[src/rtl/ps2_zx_matrix.sv]
// ps2_zx_matrix: turns PS/2 set-2 scan codes into an 8x5 ZX Spectrum key matrix and answers ULA half-row reads.
// Define ZX_CURSOR_KEYS_EN to add backspace/cursor combo keys, each of which also asserts CAPS.
module ps2_zx_matrix #(
  parameter int unsigned RELEASE_ON_ERROR = 0
) (
  input  logic       clk,
  input  logic       reset,
  input  logic [7:0] scan_code,
  input  logic       scan_code_ready,
  input  logic       scan_code_error,
  input  logic [7:0] A,
  output logic [4:0] key_row,
  output logic       pressed
);

  typedef enum logic [1:0] {
    IDLE    = 2'd0,
    BRK     = 2'd1,
    EXT     = 2'd2,
    EXT_BRK = 2'd3
  } state_t;

  typedef struct packed {
    logic       hit;
    logic [2:0] row;
    logic [2:0] col;
  } key_t;

  state_t          state_q, state_d;
  logic [7:0][4:0] keymap_q, keymap_d;
  logic            lshift_q, lshift_d;
  logic            rshift_q, rshift_d;
  logic            pressed_q, pressed_d;
  logic [4:0]      combo_v;
  logic            ext_s;
  key_t            dec_s;
  logic            apply_en_s;
  logic            apply_val_s;
  logic [7:0][4:0] eff_s;
  logic [4:0]      or_s;

  function automatic key_t k(input logic [2:0] r, input logic [2:0] c);
    k = '{hit: 1'b1, row: r, col: c};
  endfunction

  // CAPS (12/59) is tracked per shift key and handled outside this table.
  function automatic key_t map_std(input logic [7:0] code);
    case (code)
      8'h1A: map_std = k(3'd0, 3'd1);
      8'h22: map_std = k(3'd0, 3'd2);
      8'h21: map_std = k(3'd0, 3'd3);
      8'h2A: map_std = k(3'd0, 3'd4);
      8'h1C: map_std = k(3'd1, 3'd0);
      8'h1B: map_std = k(3'd1, 3'd1);
      8'h23: map_std = k(3'd1, 3'd2);
      8'h2B: map_std = k(3'd1, 3'd3);
      8'h34: map_std = k(3'd1, 3'd4);
      8'h15: map_std = k(3'd2, 3'd0);
      8'h1D: map_std = k(3'd2, 3'd1);
      8'h24: map_std = k(3'd2, 3'd2);
      8'h2D: map_std = k(3'd2, 3'd3);
      8'h2C: map_std = k(3'd2, 3'd4);
      8'h16: map_std = k(3'd3, 3'd0);
      8'h1E: map_std = k(3'd3, 3'd1);
      8'h26: map_std = k(3'd3, 3'd2);
      8'h25: map_std = k(3'd3, 3'd3);
      8'h2E: map_std = k(3'd3, 3'd4);
      8'h45: map_std = k(3'd4, 3'd0);
      8'h46: map_std = k(3'd4, 3'd1);
      8'h3E: map_std = k(3'd4, 3'd2);
      8'h3D: map_std = k(3'd4, 3'd3);
      8'h36: map_std = k(3'd4, 3'd4);
      8'h4D: map_std = k(3'd5, 3'd0);
      8'h44: map_std = k(3'd5, 3'd1);
      8'h43: map_std = k(3'd5, 3'd2);
      8'h3C: map_std = k(3'd5, 3'd3);
      8'h35: map_std = k(3'd5, 3'd4);
      8'h5A: map_std = k(3'd6, 3'd0);
      8'h4B: map_std = k(3'd6, 3'd1);
      8'h42: map_std = k(3'd6, 3'd2);
      8'h3B: map_std = k(3'd6, 3'd3);
      8'h33: map_std = k(3'd6, 3'd4);
      8'h29: map_std = k(3'd7, 3'd0);
      8'h14: map_std = k(3'd7, 3'd1);
      8'h3A: map_std = k(3'd7, 3'd2);
      8'h31: map_std = k(3'd7, 3'd3);
      8'h32: map_std = k(3'd7, 3'd4);
      default: map_std = '0;
    endcase
  endfunction

  function automatic key_t map_ext(input logic [7:0] code);
    case (code)
      8'h14:   map_ext = k(3'd7, 3'd1);
      default: map_ext = '0;
    endcase
  endfunction

`ifdef ZX_CURSOR_KEYS_EN
  logic [4:0] combo_q, combo_d;

  // One-hot combo select: bs, left, down, up, right.
  function automatic logic [4:0] map_combo(input logic ext, input logic [7:0] code);
    case ({ext, code})
      9'h066:  map_combo = 5'b00001;
      9'h16B:  map_combo = 5'b00010;
      9'h172:  map_combo = 5'b00100;
      9'h175:  map_combo = 5'b01000;
      9'h174:  map_combo = 5'b10000;
      default: map_combo = 5'b00000;
    endcase
  endfunction

  assign combo_v = combo_q;
`else
  assign combo_v = 5'b00000;
`endif

  assign ext_s = (state_q == EXT) || (state_q == EXT_BRK);
  assign dec_s = ext_s ? map_ext(scan_code) : map_std(scan_code);

  // Prefix FSM and matrix next-state; an error strobe overrides a coincident byte.
  always_comb begin
    state_d     = state_q;
    keymap_d    = keymap_q;
    lshift_d    = lshift_q;
    rshift_d    = rshift_q;
`ifdef ZX_CURSOR_KEYS_EN
    combo_d     = combo_q;
`endif
    apply_en_s  = 1'b0;
    apply_val_s = 1'b0;
    pressed_d   = (|keymap_q) | lshift_q | rshift_q | (|combo_v);
    if (scan_code_error) begin
      state_d = IDLE;
      if (RELEASE_ON_ERROR != 0) begin
        keymap_d = '0;
        lshift_d = 1'b0;
        rshift_d = 1'b0;
`ifdef ZX_CURSOR_KEYS_EN
        combo_d  = 5'b00000;
`endif
      end else begin
        keymap_d = keymap_q;
      end
    end else if (scan_code_ready) begin
      case (state_q)
        IDLE: begin
          if (scan_code == 8'hF0) begin
            state_d = BRK;
          end else if (scan_code == 8'hE0) begin
            state_d = EXT;
          end else begin
            apply_en_s  = 1'b1;
            apply_val_s = 1'b1;
          end
        end
        BRK: begin
          state_d    = IDLE;
          apply_en_s = 1'b1;
        end
        EXT: begin
          if (scan_code == 8'hF0) begin
            state_d = EXT_BRK;
          end else begin
            state_d     = IDLE;
            apply_en_s  = 1'b1;
            apply_val_s = 1'b1;
          end
        end
        EXT_BRK: begin
          state_d    = IDLE;
          apply_en_s = 1'b1;
        end
        default: state_d = IDLE;
      endcase
    end else begin
      state_d = state_q;
    end

    if (apply_en_s) begin
      if (dec_s.hit) begin
        keymap_d[dec_s.row][dec_s.col] = apply_val_s;
      end else if (!ext_s && scan_code == 8'h12) begin
        lshift_d = apply_val_s;
      end else if (!ext_s && scan_code == 8'h59) begin
        rshift_d = apply_val_s;
      end else begin
`ifdef ZX_CURSOR_KEYS_EN
        if (apply_val_s) begin
          combo_d = combo_q | map_combo(ext_s, scan_code);
        end else begin
          combo_d = combo_q & ~map_combo(ext_s, scan_code);
        end
`endif
      end
    end else begin
      keymap_d = keymap_d;
    end
  end

  // State registers with synchronous reset.
  always_ff @(posedge clk) begin
    if (reset) begin
      state_q   <= IDLE;
      keymap_q  <= '0;
      lshift_q  <= 1'b0;
      rshift_q  <= 1'b0;
      pressed_q <= 1'b0;
`ifdef ZX_CURSOR_KEYS_EN
      combo_q   <= 5'b00000;
`endif
    end else begin
      state_q   <= state_d;
      keymap_q  <= keymap_d;
      lshift_q  <= lshift_d;
      rshift_q  <= rshift_d;
      pressed_q <= pressed_d;
`ifdef ZX_CURSOR_KEYS_EN
      combo_q   <= combo_d;
`endif
    end
  end

  // ULA read path: combo keys fold into CAPS and their digit, then selected rows are ORed.
  always_comb begin
    eff_s       = keymap_q;
    eff_s[0][0] = lshift_q | rshift_q | (|combo_v);
    eff_s[4][0] = keymap_q[4][0] | combo_v[0];
    eff_s[3][4] = keymap_q[3][4] | combo_v[1];
    eff_s[4][4] = keymap_q[4][4] | combo_v[2];
    eff_s[4][3] = keymap_q[4][3] | combo_v[3];
    eff_s[4][2] = keymap_q[4][2] | combo_v[4];
    or_s        = 5'b00000;
    for (int r = 0; r < 8; r++) begin
      if (!A[r]) begin
        or_s = or_s | eff_s[r];
      end else begin
        or_s = or_s;
      end
    end
  end

  assign key_row = ~or_s;
  assign pressed = pressed_q;

endmodule
[config.mk]
export PLATFORM = sky130hd
export DESIGN_NAME = ps2_zx_matrix
export DESIGN_NICKNAME = d
export VERILOG_FILES = /design/src/rtl/ps2_zx_matrix.sv
export SDC_FILE = /design/constraint.sdc
export NUM_CORES = 1
export LEC_CHECK = 0
export CORE_MARGIN = 5
export CORE_UTILIZATION = 50
export CTS_CLUSTER_DIAMETER = 100
export CTS_CLUSTER_SIZE = 14
export DETAILED_ROUTE_END_ITERATION = 12
export PLACE_DENSITY_LB_ADDON = 0.1
export SYNTH_ARGS = -nofsm -noshare
export SYNTH_HDL_FRONTEND = slang
export SYNTH_SLANG_ARGS = --single-unit
[constraint.sdc]
create_clock -name clk -period 3.5 [get_ports clk]
set_input_delay 0.525 -clock clk [delete_from_list [all_inputs] [get_ports clk]]
set_output_delay 0.525 -clock clk [all_outputs]
set_load 0.01 [all_outputs]
; ---- Yosys cells after proc, flatten, opt, wreduce, memory -nomap -nowiden
; Memories as Yosys holds them, arrays and structs flattened.
; Cells that the tools add are included.
[classes]
reduce_logical = 14
bitwise = 13
mux = 29
eq_ne = 9
n_lt_le_gt_ge = 4
[ops]
columns = operator, n
row1 = 5-bit two-way mux, 9
row2 = 40-bit bitwise mux, 1
row3 = 40-bit OR reduction, 1
row4 = 5-bit OR, 7
row5 = 7-bit two-way mux, 3
row6 = 8-bit by 5-bit equality test with 1-bit output (second input constant), 2
row7 = 8-bit equality test (second input constant), 2
row8 = 5-bit demux with 3-bit select, 1
row9 = 8-bit by 7-bit equality test with 1-bit output (second input constant), 1
row10 = 3-bit by 4-bit < comparator with 1-bit output (second input constant), 2
row11 = 1-bit two-way mux, 8
row12 = 3-bit by 1-bit greater-or-equal comparator with 1-bit output (second input constant), 2
row13 = 2-bit two-way mux, 3
row14 = 2-bit case mux with 3 select lines, 1
row15 = 5-bit inverter, 1
row16 = 2-bit equality test (second input constant), 2
row17 = 1-bit logical AND, 4
row18 = 2-bit AND reduction, 2
row19 = 4-bit AND reduction, 1
row20 = 2-bit OR reduction, 2
row21 = 1-bit demux with 3-bit select, 1
row22 = 3-bit != test (second input constant), 1
row23 = 1-bit OR, 3
row24 = 1-bit case mux with 3 select lines, 1
row25 = 7 further kinds, 8
[word_totals]
mem_bits_ro = 896
wordCells = 82
inputBits = 20
register_bits = 45
output_inout_bits = 6
memories = 1
[mem_list]
columns = memory, depth, width, rd, rd_clocked_by_memory_dff, write_ports, line_no
row1 = (name not given), 128, 7, 1, 0, 0, 48  ; case (code)

; ---- Longest topological paths before layout
[logic_depth]
depth_word = 17
mapped_depth = 11
depth_no_buf = 9

; ---- Worst setup path after synthesis
; OpenSTA, ideal clock, no wires.
[synth_timing]
kind = input port to flip-flop
start = input port scan_code[6]
end = register keymap_q, in the netlist eff_s[33]
stages = 7
required_time_ns = 3.368
setup_ns = 0.132
n_path_buf = 1
setup_slack_ns = 0.827
arrival_ns = 2.541
cell_sequence = buf_6 -> or4b_4 -> o32a_1 -> o221a_4 -> nor4_4 -> a31o_2 -> a21oi_1
[synth_via]
elab_chain_len = 10
word_cells_on_any_way = 28
cone_classes = order compare (4) / eq/ne (3) / mux (17) / reduce/logical (3) / memory (1)
[synth_rtl]
columns = item, line_no
row1 = start: declaration, 8  ; input logic [7:0] scan_code,
row2 = memory read 128 x 7 bit / 8-bit by 5-bit equality test with 1-bit output (equally long branches), n/a
row3 = "7-bit two-way mux, on equally long branches", "48, 93"
row4 = 7-bit two-way mux, 120  ; assign dec_s = ext_s ? map_ext(scan_code) : map_std(scan_code);
row5 = 3-bit by 4-bit < comparator with 1-bit output (not written as such) / 3-bit by 1-bit greater-or-equal comparator with 1-bit output (equally long branches), 183  ; keymap_d[dec_s.row][dec_s.col] = apply_val_s;
row6 = 1-bit logical AND (not written as such), 183
row7 = 1-bit two-way mux (not written as such), 183
row8 = 1-bit demux with 3-bit select, 183
row9 = 5-bit two-way mux (not written as such), 183
row10 = 5-bit demux with 3-bit select, 183
row11 = 40-bit bitwise mux, 183
row12 = end signal: assignment, 215  ; keymap_q <= keymap_d;
row13 = end: declaration, 30  ; logic [7:0][4:0] keymap_q, keymap_d;
; Several ways; a longest one is shown, not always the timed one.
; A chain may end at the register's enable or synchronous reset.

; ---- Worst setup path in the final report
[layout_timing]
start = input port scan_code[1]
end = register keymap_q, in the netlist eff_s[30]
; The elaborated chain is that of the path after synthesis.

==> results.md <==
- Finished Layout Cells: 547
- Synth area leader: dfxtp_1
- Family with the most delay on the worst path: simple AND/OR/NAND/NOR gates
- Total stage count of the critical path: 10
- Min-Delay Path Depth: 2
- Top Usage Layer GRT: met2
- DRC Markers: 0
- Clk_lat worst skew: 300 ps
- Post-CTS setup repair buffer count: 0
- Post-Syn Area: 3288 sq um
- RSZ-0062 raised after global routing: no
- Vias in the first global route: 3403
- Synth warn: 0
- Depth of the CTS H-tree: 2
- Global router's overall resource usage: 0.2491
- Commonest cells after routing, fill and taps aside: 45 x dfxtp_1, 39 x inv_1, 34 x a21oi_1, 34 x nand3_1, 32 x buf_4
- Commonest non-fill, non-tap cell in the layout: dfxtp_1
- Initial Utilization: 0.5149
- Reg-to-Reg Start: state_q[1]
- Root Buffer Master: clkbuf_8
- Comb pwr share: 0.202
- Worst Path Buf+Inv: 2
- VDD IR max: 0.0002525 V
- Achievable frequency: 0.3141 GHz
- Mapped Cells: 427
- Async SR Flop Fraction: 0
- Critical path peak fanout: 9
- Crit path DAT: 3360 ps
- Layout overhead on the synthesized area: 17.66%
- Pwr Total: 1041 uW
- Resized cells post-CTS: 0
- Boundary pin count: 26
- Ys flop type: dfxtp_1
- DP HPWL: 8085 um
- Mapped Nets: 453
- Core area: 6386 sq um
- Post-synth EDFFs: 0
- Clock power share: 0.306
- Full die area: 8298 sq um
- Met2 Use GR: 0.4189
- TNS Setup: 0 ps
- Worst Clk Skew: 11.43 ps
- Unique masters post-synth: 65
- Slowest-stage cell, CP: clkdlybuf4s50_1
- Critical path required time: 3680 ps
- Sw frac: 0.2963
- Synth top area share: 0.2740
- Clock transition at path regs: 90 ps
- Vias per std cell: 6.417
- Fin nets: 495
- Routed WL: 10330 um
- Layout cells sized above 1: 0.1383
- Internal power: 732.6 uW
- Reg power frac: 0.492
- CP max stage delay: 600 ps
- ANT cells: 0
- Row count: 29
- PwrDens: 269.1 nW/um^2
- CP cell instances: clkdlybuf4s50_1 > inv_1 > ha_1 > a21boi_1 > a311oi_1 > nor2_1 > o32ai_2 > nor2_1 > nand3_1 > mux2i_1
- Num CTS Buffers: 5
- Crit path from: scan_code[1]
- Startpoint class of the critical path: input pin
- Worst slew pin tran: 699.2 ps
- GRT met1 Usage: 0.3141
- DR WL/cell: 18.89 um
- Die X-Extent: 91.10 um
- Total grt overflow: 0
- Post-route ant nets: 0
- Die H: 91.10 um
- CTS tree: yes
- Leakage power: 0.001381 uW
- Clock buffer depth: 2
- Register area share after synthesis: 0.2740
- Max-cap viol count: 0
- Status: completed
- Final period utilization: 0.9098
- Net Sw Power: 308.4 uW
- GP Congestion: 0.9605
- Fin. Hold Viols: 0
- Critical Path End Type: flip-flop
- Post-synthesis register bit count: 45
- Port Buf Inserts: 25
- Kind of critical path: input pin to flip-flop
- CTS Sinks: 45
- Leading post-synthesis cells by cell area: dfxtp_1 27%, a21oi_1 5.2%, nand3_1 5.2%
- Via count: 3510
- Initial antenna violation count: 0
- R2r worst-path depth: 8
- HP Class: flip-flop to flip-flop
- Slew headroom: 0.5303
- Post-cts hold buffer count: 0
- GR met3 Demand/Resource: 0.03719
- Avg Inst Size Synth: 7.701 sq um
- Largest net degree at the start of global routing: 32
- Fill cells: 597
- Worst hold start: lshift_q
- Final slew viol count: 0
- Final Setup Violations: 0
- Drt pass-1 iters: 6
- First-pass GRT wire length: 17190 um
- Final min period: 3184 ps
- Cell mode on critical path: nor2_1
- Initial DRC Count: 285
- DP Cell Count: 539
-- power groups by stage --
| stage | Combinational [uW] | Sequential, uW | Clock (uW) |
|---|---|---|---|
| after floorplan | 123 | 524 | 0 |
| after global placement | 206 | 524 | 0 |
| after detailed placement | 206 | 524 | 0 |
| after CTS | 207 | 512 | 320 |
| after global routing | 227 | 512 | 340 |
| final | 211 | 512 | 318 |
-- worst min-delay path: stages, from the launching register on --
cell and delay (ps):
dfxtp_1 330, mux2i_1 70, nor2_1 70
-- logic make-up (layout without fill, tap and decap cells) --
logic type,Yosys count,after routing,share of synthesized area
AOI/OAI and AO/OA,126,126,0.2702
adders and majority gates,6,6,0.02283
buffers and inverters,61,104,0.07534
DFF,45,45,0.2740
muxes,17,17,0.05213
and+or+nand+nor,172,172,0.3056
-- final timing paths --
path                     to  slack (ps)
hold reg to reg    lshift_q         500
setup / recovery  eff_s[30]         320
setup reg to reg  eff_s[35]         870
hold / removal     lshift_q         500
-- Yosys cell counts, types with 4 or more instances --
master    number
a211o_1        5
nand2b_1      19
nor2_1        23
nor3_1        11
o22ai_1       13
mux2i_1       16
o21ai_0       22
nand3_1       34
a31o_2         8
nor2b_1       10
inv_1         39
a211oi_1       4
a21oi_1       34
and3_1         4
clkbuf_1      13
ha_1           6
nor4_1        13
nand2_1       17
nand4_1       16
buf_2          6
a21o_1         9
dfxtp_1       45
-- per-stage QoR --
step                utilization  hold slack [ps]  instance area (sq um)  worst slack (ps)
finish                   0.6058            501.3                   3869             315.8
global route             0.6058            519.8                   3869             45.11
CTS                      0.6058            504.6                   3869             358.7
detailed placement       0.5929            486.4                   3786             45.37
global placement         0.5929            470.1                   3786             112.6
floorplan                     -            453.0                   3288             827.2
-- routing by layer --
| metal | vias up | routed length [um] |
|---|---|---|
| met5 | - | 0 |
| met4 | 0 | 356 |
| met3 | 27 | 808 |
| met2 | 176 | 4913 |
| met1 | 1630 | 4254 |
| li1 | 1677 | - |
-- sequential cells by signal, indices dropped and copies added, names as in the netlist --
signal	count
keymap_q	1
pressed	1
rshift_q	1
state_q	2
lshift_q	1
eff_s	39
-- cell type report --
| cell class | count | area, sq um | share of cell area |
|---|---|---|---|
| multi-input combinational | 321 | 2152 | 0.5563 |
| sequential | 45 | 900.9 | 0.2329 |
| clock buffer | 6 | 72.57 | 0.01876 |
| clock inverter | 2 | 10.01 | 0.002587 |
| tap | 77 | 96.34 | 0.02490 |
| timing repair buffer | 57 | 490.5 | 0.1268 |
| inverter | 39 | 146.4 | 0.03784 |
Power figures use the tool's default switching activity.
